## config.mk

```make
export PLATFORM = sky130hd
export DESIGN_NAME = mem_rr_arbiter
export DESIGN_NICKNAME = d
export VERILOG_FILES = /design/src/rtl/mem_rr_arbiter.sv
export SDC_FILE = /design/constraint.sdc
export NUM_CORES = 1
export LEC_CHECK = 0
export CAP_MARGIN = 20
export CORE_AREA = 3 3 197 199
export DETAILED_ROUTE_END_ITERATION = 8
export DIE_AREA = 0 0 200 202
export DONT_BUFFER_PORTS = 1
export GPL_TIMING_DRIVEN = 0
export PLACE_DENSITY = 0.51
export SYNTH_ARGS = -nofsm -noshare
export SYNTH_HDL_FRONTEND = slang
export SYNTH_SLANG_ARGS = --single-unit
```

## constraint.sdc

```tcl
create_clock -name clk -period 6.7 [get_ports clk]
set_input_delay 0 -clock clk [delete_from_list [all_inputs] [get_ports clk]]
set_output_delay 0 -clock clk [all_outputs]
set_load 0.01 [all_outputs]
```

## src/rtl/mem_rr_arbiter.sv

```systemverilog
// Round-robin arbiter sharing one native valid/ready memory port among N_CORES masters.
// One transaction in flight at a time; a watchdog force-completes unacknowledged requests.
module mem_rr_arbiter #(
  parameter int          N_CORES   = 4,
  parameter int          TIMEOUT   = 255,
  parameter logic [31:0] ERR_RDATA = 32'hDEADBEEF
) (
  input  logic                   clk,
  input  logic                   resetn,
  input  logic [N_CORES-1:0]     core_valid,
  input  logic [32*N_CORES-1:0]  core_addr,
  input  logic [32*N_CORES-1:0]  core_wdata,
  input  logic [4*N_CORES-1:0]   core_wstrb,
  output logic [N_CORES-1:0]     core_ready,
  output logic [32*N_CORES-1:0]  core_rdata,
  output logic                   mem_valid,
  output logic [31:0]            mem_addr,
  output logic [31:0]            mem_wdata,
  output logic [3:0]             mem_wstrb,
  input  logic                   mem_ready,
  input  logic [31:0]            mem_rdata,
  output logic [2:0]             grant_id,
  output logic                   timeout_err
);

  localparam int PW = (N_CORES > 1) ? $clog2(N_CORES) : 1;
  localparam int WW = $clog2(TIMEOUT + 1);

  typedef enum logic {IDLE, BUSY} state_t;

  state_t          state_reg;
  logic [PW-1:0]   rr_ptr_reg;
  logic [PW-1:0]   grant_reg;
  logic [WW-1:0]   wdog_reg;
  logic [31:0]     rdata_reg [N_CORES];

  logic [31:0]     addr_arr  [N_CORES];
  logic [31:0]     wdata_arr [N_CORES];
  logic [3:0]      wstrb_arr [N_CORES];
  logic [PW-1:0]   cand_idx  [N_CORES];
  logic [N_CORES-1:0] cand_req;

  logic [PW-1:0]   sel_idx;
  logic            sel_found;
  logic [PW-1:0]   next_ptr;
  logic            done;

  // Candidate k is the core k positions after the rotation pointer, wrapped modulo N_CORES.
  generate
    for (genvar gi = 0; gi < N_CORES; gi++) begin : g_core
      logic [PW:0] sum_w;
      assign addr_arr[gi]   = core_addr[32*gi +: 32];
      assign wdata_arr[gi]  = core_wdata[32*gi +: 32];
      assign wstrb_arr[gi]  = core_wstrb[4*gi +: 4];
      assign core_rdata[32*gi +: 32] = rdata_reg[gi];
      assign sum_w          = {1'b0, rr_ptr_reg} + (PW+1)'(gi);
      assign cand_idx[gi]   = (sum_w >= (PW+1)'(N_CORES)) ?
                              PW'(sum_w - (PW+1)'(N_CORES)) : sum_w[PW-1:0];
      assign cand_req[gi]   = core_valid[cand_idx[gi]];
    end
  endgenerate

  always_comb begin
    sel_found = 1'b0;
    sel_idx   = '0;
    for (int k = N_CORES - 1; k >= 0; k--) begin
      if (cand_req[k]) begin
        sel_found = 1'b1;
        sel_idx   = cand_idx[k];
      end
    end
  end

  assign next_ptr = (grant_reg == PW'(N_CORES - 1)) ? '0 : grant_reg + 1'b1;
  // The acknowledge wins over the watchdog when both land on the same cycle.
  assign done     = mem_ready || (wdog_reg == WW'(TIMEOUT - 1));
  assign grant_id = 3'(grant_reg);

  always_ff @(posedge clk) begin
    if (!resetn) begin
      state_reg   <= IDLE;
      rr_ptr_reg  <= '0;
      grant_reg   <= '0;
      wdog_reg    <= '0;
      mem_valid   <= 1'b0;
      mem_addr    <= '0;
      mem_wdata   <= '0;
      mem_wstrb   <= '0;
      core_ready  <= '0;
      timeout_err <= 1'b0;
      for (int i = 0; i < N_CORES; i++) rdata_reg[i] <= '0;
    end else begin
      core_ready  <= '0;
      timeout_err <= 1'b0;
      case (state_reg)
        IDLE: begin
          if (sel_found) begin
            mem_addr  <= addr_arr[sel_idx];
            mem_wdata <= wdata_arr[sel_idx];
            mem_wstrb <= wstrb_arr[sel_idx];
            mem_valid <= 1'b1;
            grant_reg <= sel_idx;
            wdog_reg  <= '0;
            state_reg <= BUSY;
          end
        end
        BUSY: begin
          if (done) begin
            core_ready[grant_reg] <= 1'b1;
            rdata_reg[grant_reg]  <= mem_ready ? mem_rdata : ERR_RDATA;
            timeout_err           <= !mem_ready;
            mem_valid             <= 1'b0;
            rr_ptr_reg            <= next_ptr;
            state_reg             <= IDLE;
          end else begin
            wdog_reg <= wdog_reg + 1'b1;
          end
        end
        default: state_reg <= IDLE;
      endcase
    end
  end

endmodule

```

* Yosys cells after proc, flatten, opt, wreduce, memory -nomap -nowiden
Memories as Yosys holds them, arrays and structs flattened.
Cells that the tools add are included.
** Operators by class
- Add/subtract/negate cells :: 9
- Order comparisons :: 11
- Equality and inequality tests :: 5
- Muxes and demuxes :: 50
- Bitwise operators :: 2
- Reductions and logical operators :: 9
** Operator list (number)
- 2-to-1 mux 32 bit :: 6
- binary-select mux 32 bit (select 2 bit) :: 2
- OR reduction 32 bit :: 1
- 2-to-1 mux 2 bit :: 10
- 2-to-1 mux 1 bit :: 19
- 2-to-1 mux 8 bit :: 2
- case mux 8 bit (2 select lines) :: 1
- less-than comparator 2 x 3 -> 1 bit, second input constant :: 5
- greater-or-equal comparator 3 bit, second input constant :: 4
- adder 8 x 1 -> 8 bit, second input constant :: 1
- binary-select mux 1 bit (select 2 bit) :: 4
- binary-select mux 4 bit (select 2 bit) :: 1
- equality test 8 bit, second input constant :: 1
- 2-to-1 mux 4 bit :: 2
- AND reduction 2 bit :: 4
- subtractor 2 x 1 -> 2 bit, second input constant :: 4
- adder 2 x 2 -> 3 bit, second input constant :: 2
- inequality test 2 bit, second input constant :: 2
- case mux 1 bit (2 select lines) :: 2
- adder 2 x 1 -> 3 bit, second input constant :: 1
- greater-or-equal comparator 2 x 3 -> 1 bit, second input constant :: 1
- NOT 2 -> 3 bit :: 1
- AND reduction 3 bit :: 1
- adder 2 x 1 -> 2 bit, second input constant :: 1
- 8 further kinds :: 8
** Storage, ports and cells
- Flip-flop bits (word level) :: 87
- Bits in writable memories :: 128
- Bits of input ports :: 311
- Output and inout bits :: 205
- Word-level logic and storage cells :: 97
- Memories kept :: 1
** Memory list
- rdata_reg :: depth 4, width 32, rd ports 4, clocked after Yosys merged registers in 0, wr ports 4, RTL line 35 : logic [31:0] rdata_reg [N_CORES];

* Longest topological paths before layout
- Depth in word-level cells :: 13
- Depth in mapped cells :: 9
- Depth with buffers taken out :: 7

* Least setup slack after synthesis
No wires, ideal clock.
- Kind :: flip-flop to flip-flop
- Start point :: register wdog_reg[0]
- End point :: memory rdata_reg[0][0] (enable)
- Setup time :: 0.470 ns
- Data arrival time :: 3.429 ns
- Required time :: 6.230 ns
- Path slack :: 2.801 ns
- Stages on the path, launching flop included :: 7
- Path buffers :: 0
- Clock period less this slack :: 3.899 ns
- Cell sequence :: dfxtp_1 inv_1 ha_1 nand4_1 nor2_1 o21ai_1 o31ai_1
** RTL lines
- start, declared :: RTL line 34 : logic [WW-1:0] wdog_reg;
- start signal, assigned :: RTL line 116 : wdog_reg <= wdog_reg + 1'b1;
- end, declared :: RTL line 35

* Worst setup path in the final report
- Start point :: register rr_ptr_reg[0]
- End point :: register mem_wstrb[2]
** Between the ends
- Longest elaborated chain between the ends :: 13
- Elaborated cells on any way between the ends :: 36
- Those cells by class :: add/sub: 7; order compare: 4; mux: 23; bitwise: 1; reduce/logical: 1
** Ends and longest elaborated chain
- start, declared :: RTL line 32 : logic [PW-1:0] rr_ptr_reg;
- start signal, assigned :: RTL line 113 : rr_ptr_reg <= next_ptr;
- adder 2 x 2 -> 3 bit :: RTL line 56 : assign sum_w = {1'b0, rr_ptr_reg} + (PW+1)'(gi);
- greater-or-equal comparator 3 bit / subtractor 2 x 1 -> 2 bit (equally long branches) :: RTL line 57, 58
- 2-to-1 mux 2 bit :: RTL line 57 : assign cand_idx[gi] = (sum_w >= (PW+1)'(N_CORES)) ?
- binary-select mux 1 bit (select 2 bit) :: RTL line 59 : assign cand_req[gi] = core_valid[cand_idx[gi]];
- 2-to-1 mux 1 bit (not written as such) :: RTL line 59
- 2-to-1 mux 2 bit (4 in a row) :: RTL line 67 : if (cand_req[k]) begin
- NOT 2 -> 3 bit (not written as such) :: RTL line 100 : mem_wstrb <= wstrb_arr[sel_idx];
- binary-select mux 4 bit (select 2 bit) :: RTL line 100
- 2-to-1 mux 4 bit (not written as such) (2 in a row) :: RTL line 100
- end signal, assigned :: RTL line 100
- end, declared :: RTL line 19 : output logic [3:0] mem_wstrb,
Parallel ways exist; a longest one is shown, timed or not. The select of a mux whose other input is x is not followed.
A chain may end at the register's enable or synchronous reset.

==> out/results.tsv <==
metric	value	unit
status	finished clean	
worst hold start	core_valid[2]	
clock buffer depth	3	
Sink Count	215	
Setup CP Type	register to register	
largest net degree at the start of global routing	26	
PostCTS Resize Cnt	0	
first-pass iteration count of the detailed router	5	
worst min path class	primary input to register	
CTS clk-pin slew, worst paths	0.06	ns
Crit path required time	7.12	ns
WHS Path Cells	4	
Final Slew Violations	0	
syn nets	1284	
HPWL Detailed	29.77	mm
Synth Flop Type	edfxtp_1	
Clk Latency, worst-skew pair	0.53	ns
Die Wd	200	µm
R2R depth	10	
total core area	0.03740	mm²
sequential area share after synthesis	55.79	%
worst-margin pin slew	0.7790	ns
commonest cells after routing, fill and taps aside	dlygate4sd3_1 (242), nor2_1 (141), edfxtp_1 (128)	
Initial Utilization	26.77	%
row cnt	71	
Mapped Area	0.01001	mm²
CTS tree	done	
Die H	202	µm
Leak	0.005636	µW
average wire per standard cell	23.01	µm
Cells after Synth	967	
Post-Route WL	41.08	mm
die area	0.04040	mm²
routed vias/inst	4.982	
Port Buffers	0	
most common cell after layout, fill and taps aside	dlygate4sd3_1	
synthesized area per cell	10.35	µm²
Yosys cell types	46	
setup TNS	0	ns
CTS H-tree depth	1	
drt first-iter violations	535	
num ports	516	
Root Driver	clkbuf_16	
All-Layer GR Usage	19.07	%
max reg flops	128	
CP most frequent cell	buf_6	
Max-slew headroom	48.07	%
share of layout cells above drive strength 1	7.143	%
PwrDens	253.0	mW/mm²
vias in the first global route	9252	
Synthesis Warnings	0	
slowest cell on the critical path	dlygate4sd3_1	
register bit total from synthesis	215	
DRC violations left	0	
final worst path period need	3.329	ns
max-cap violation count	0	
final hold viol count	0	
maximum fanout along the worst path	10	
filler cell count	3718	
first-pass GRT wire length	58.71	mm
worst r2r src	rr_ptr_reg[0]	
final clock skew	0.01026	ns
Critical Path Start Type	register	
Final ANT Viol Nets	0	
Crit. End Element	register	
Hold EP	wdog_reg[6]	
worst reg2reg endpoint	mem_wstrb[2]	
Post-synth EDFFs	128	
Final setup viols	0	
Layout Utilization	37.68	%
gp weighted congestion	0.8574	
CTS buffer count	24	
CP arrival	3.75	ns
slowest stage delay, CP	0.60	ns
total number of vias	8893	
crit path cell chain	nor2b_4 -> nor4_4 -> buf_6 -> nor2_8 -> buf_6 -> buf_6 -> mux2i_1 -> dlygate4sd3_1 -> o211ai_2 -> dlygate4sd3_1	
R2R setup slack	3.37	ns
RSZ-0062 raised after global routing	no	
NumNets Final	1559	
Layout area overhead	40.76	%
initial antenna violation count	18	
Tcrit/Tclk final	49.69	%
grt total ovfl	0	
Worst VDD drop	161.9	µV
Max Clk Rate	0.3004	GHz
ys async rst share	0	%
[report_power, final]
| group | internal [µW] | switching [µW] |
|---|---|---|
| sequential | 1500 | 125 |
| combinational | 289 | 260 |
| clock | 836 | 557 |
[layer usage]
metal | vias up | wire length (µm) | GRT usage [%]
li1 | 4038 | - | -
met4 | 6 | 1928 | 9.696
met5 | - | 36 | 0
met1 | 4257 | 14710 | 20.90
met2 | 511 | 20630 | 33.28
met3 | 81 | 3772 | 5.568
[logic make-up (layout without fill, tap and decap cells)]
group | Yosys count | count (layout) | synth area share [%]
compound gates | 227 | 227 | 15.66
buf+inv | 88 | 381 | 4.236
xor+xnor | 2 | 2 | 0.1750
mux | 71 | 71 | 7.098
other cells | 1 | 15 | 0.03745
simple gates | 357 | 357 | 16.26
fa+ha+maj | 6 | 6 | 0.7498
flops | 215 | 215 | 55.79
[area by class of cell]
cell class / count / area [µm²] / area share, %
inverters: 7 / 26.28 / 0.1864
plain buffers: 81 / 397.9 / 2.823
flip-flops and latches: 215 / 5585 / 39.63
clock buffers: 31 / 648.1 / 4.599
clock inverters: 13 / 166.4 / 1.181
repair buffers: 249 / 2542 / 18.04
diodes: 14 / 35.03 / 0.2486
well taps: 511 / 639.4 / 4.537
multi-input cells: 664 / 4053 / 28.76
[worst max-delay path: cells and delay by family, from the launching register on]
family                 cells  cell delay [ns]
buffers and inverters      5             1.74
AND/OR/NAND/NOR            3             0.72
flip-flops                 1             0.44
multiplexers               1             0.22
AO/OA/AOI/OAI              1             0.07
[worst max path at each step]
stage                     depth (start not counted)           from          endpoint  slack (ns)
final                                            10  rr_ptr_reg[0]      mem_wstrb[2]        3.37
after global routing                             10  rr_ptr_reg[0]      mem_wstrb[2]        3.19
after CTS                                        10  rr_ptr_reg[0]      mem_wstrb[2]        3.34
after detailed placement                          8    wdog_reg[0]  rdata_reg[3][15]        3.93
after global placement                            6    wdog_reg[0]  rdata_reg[3][30]        0.53
after floorplan                                   6    wdog_reg[0]   rdata_reg[0][0]        2.80
[metrics by stage]
stage | cell area [µm²] | instances | hold slack, ns | total power, µW | setup slack (ns)
global route | 14090 | 1783 | 0.05752 | 3703 | 3.187
floorplan | 10010 | 967 | 0.2025 | 1869 | 2.801
CTS | 14050 | 1770 | 0.009561 | 3593 | 3.344
global placement | 10650 | 1478 | 0.2157 | 2003 | 0.5307
detailed placement | 10810 | 1484 | 0.2200 | 2013 | 3.925
finish | 14090 | 1785 | 0.05460 | 3566 | 3.371
[repair_timing]
item / CTS / global route
endpoints found under the hold margin: 204 / 0
hold buffers: 242 / 0
buffers inserted: 0 / 0
setup endpoints to repair: 0 / 0
[synth_stat cells, types with 6 or more instances]
library cell	instances	share of area (%)
a21o_1	69	5.2
buf_2	15	0.75
buf_4	8	0.60
buf_6	6	0.67
clkbuf_1	51	1.9
dfxtp_1	87	17
edfxtp_1	128	38
ha_1	6	0.75
inv_1	7	0.26
mux2i_1	71	7.1
nand2_1	88	3.3
nand3_1	72	3.6
nor2_1	141	5.3
nor2b_1	26	1.6
o211ai_1	63	4.7
o21ai_0	72	3.6
(Power assumes the default switching activity.)
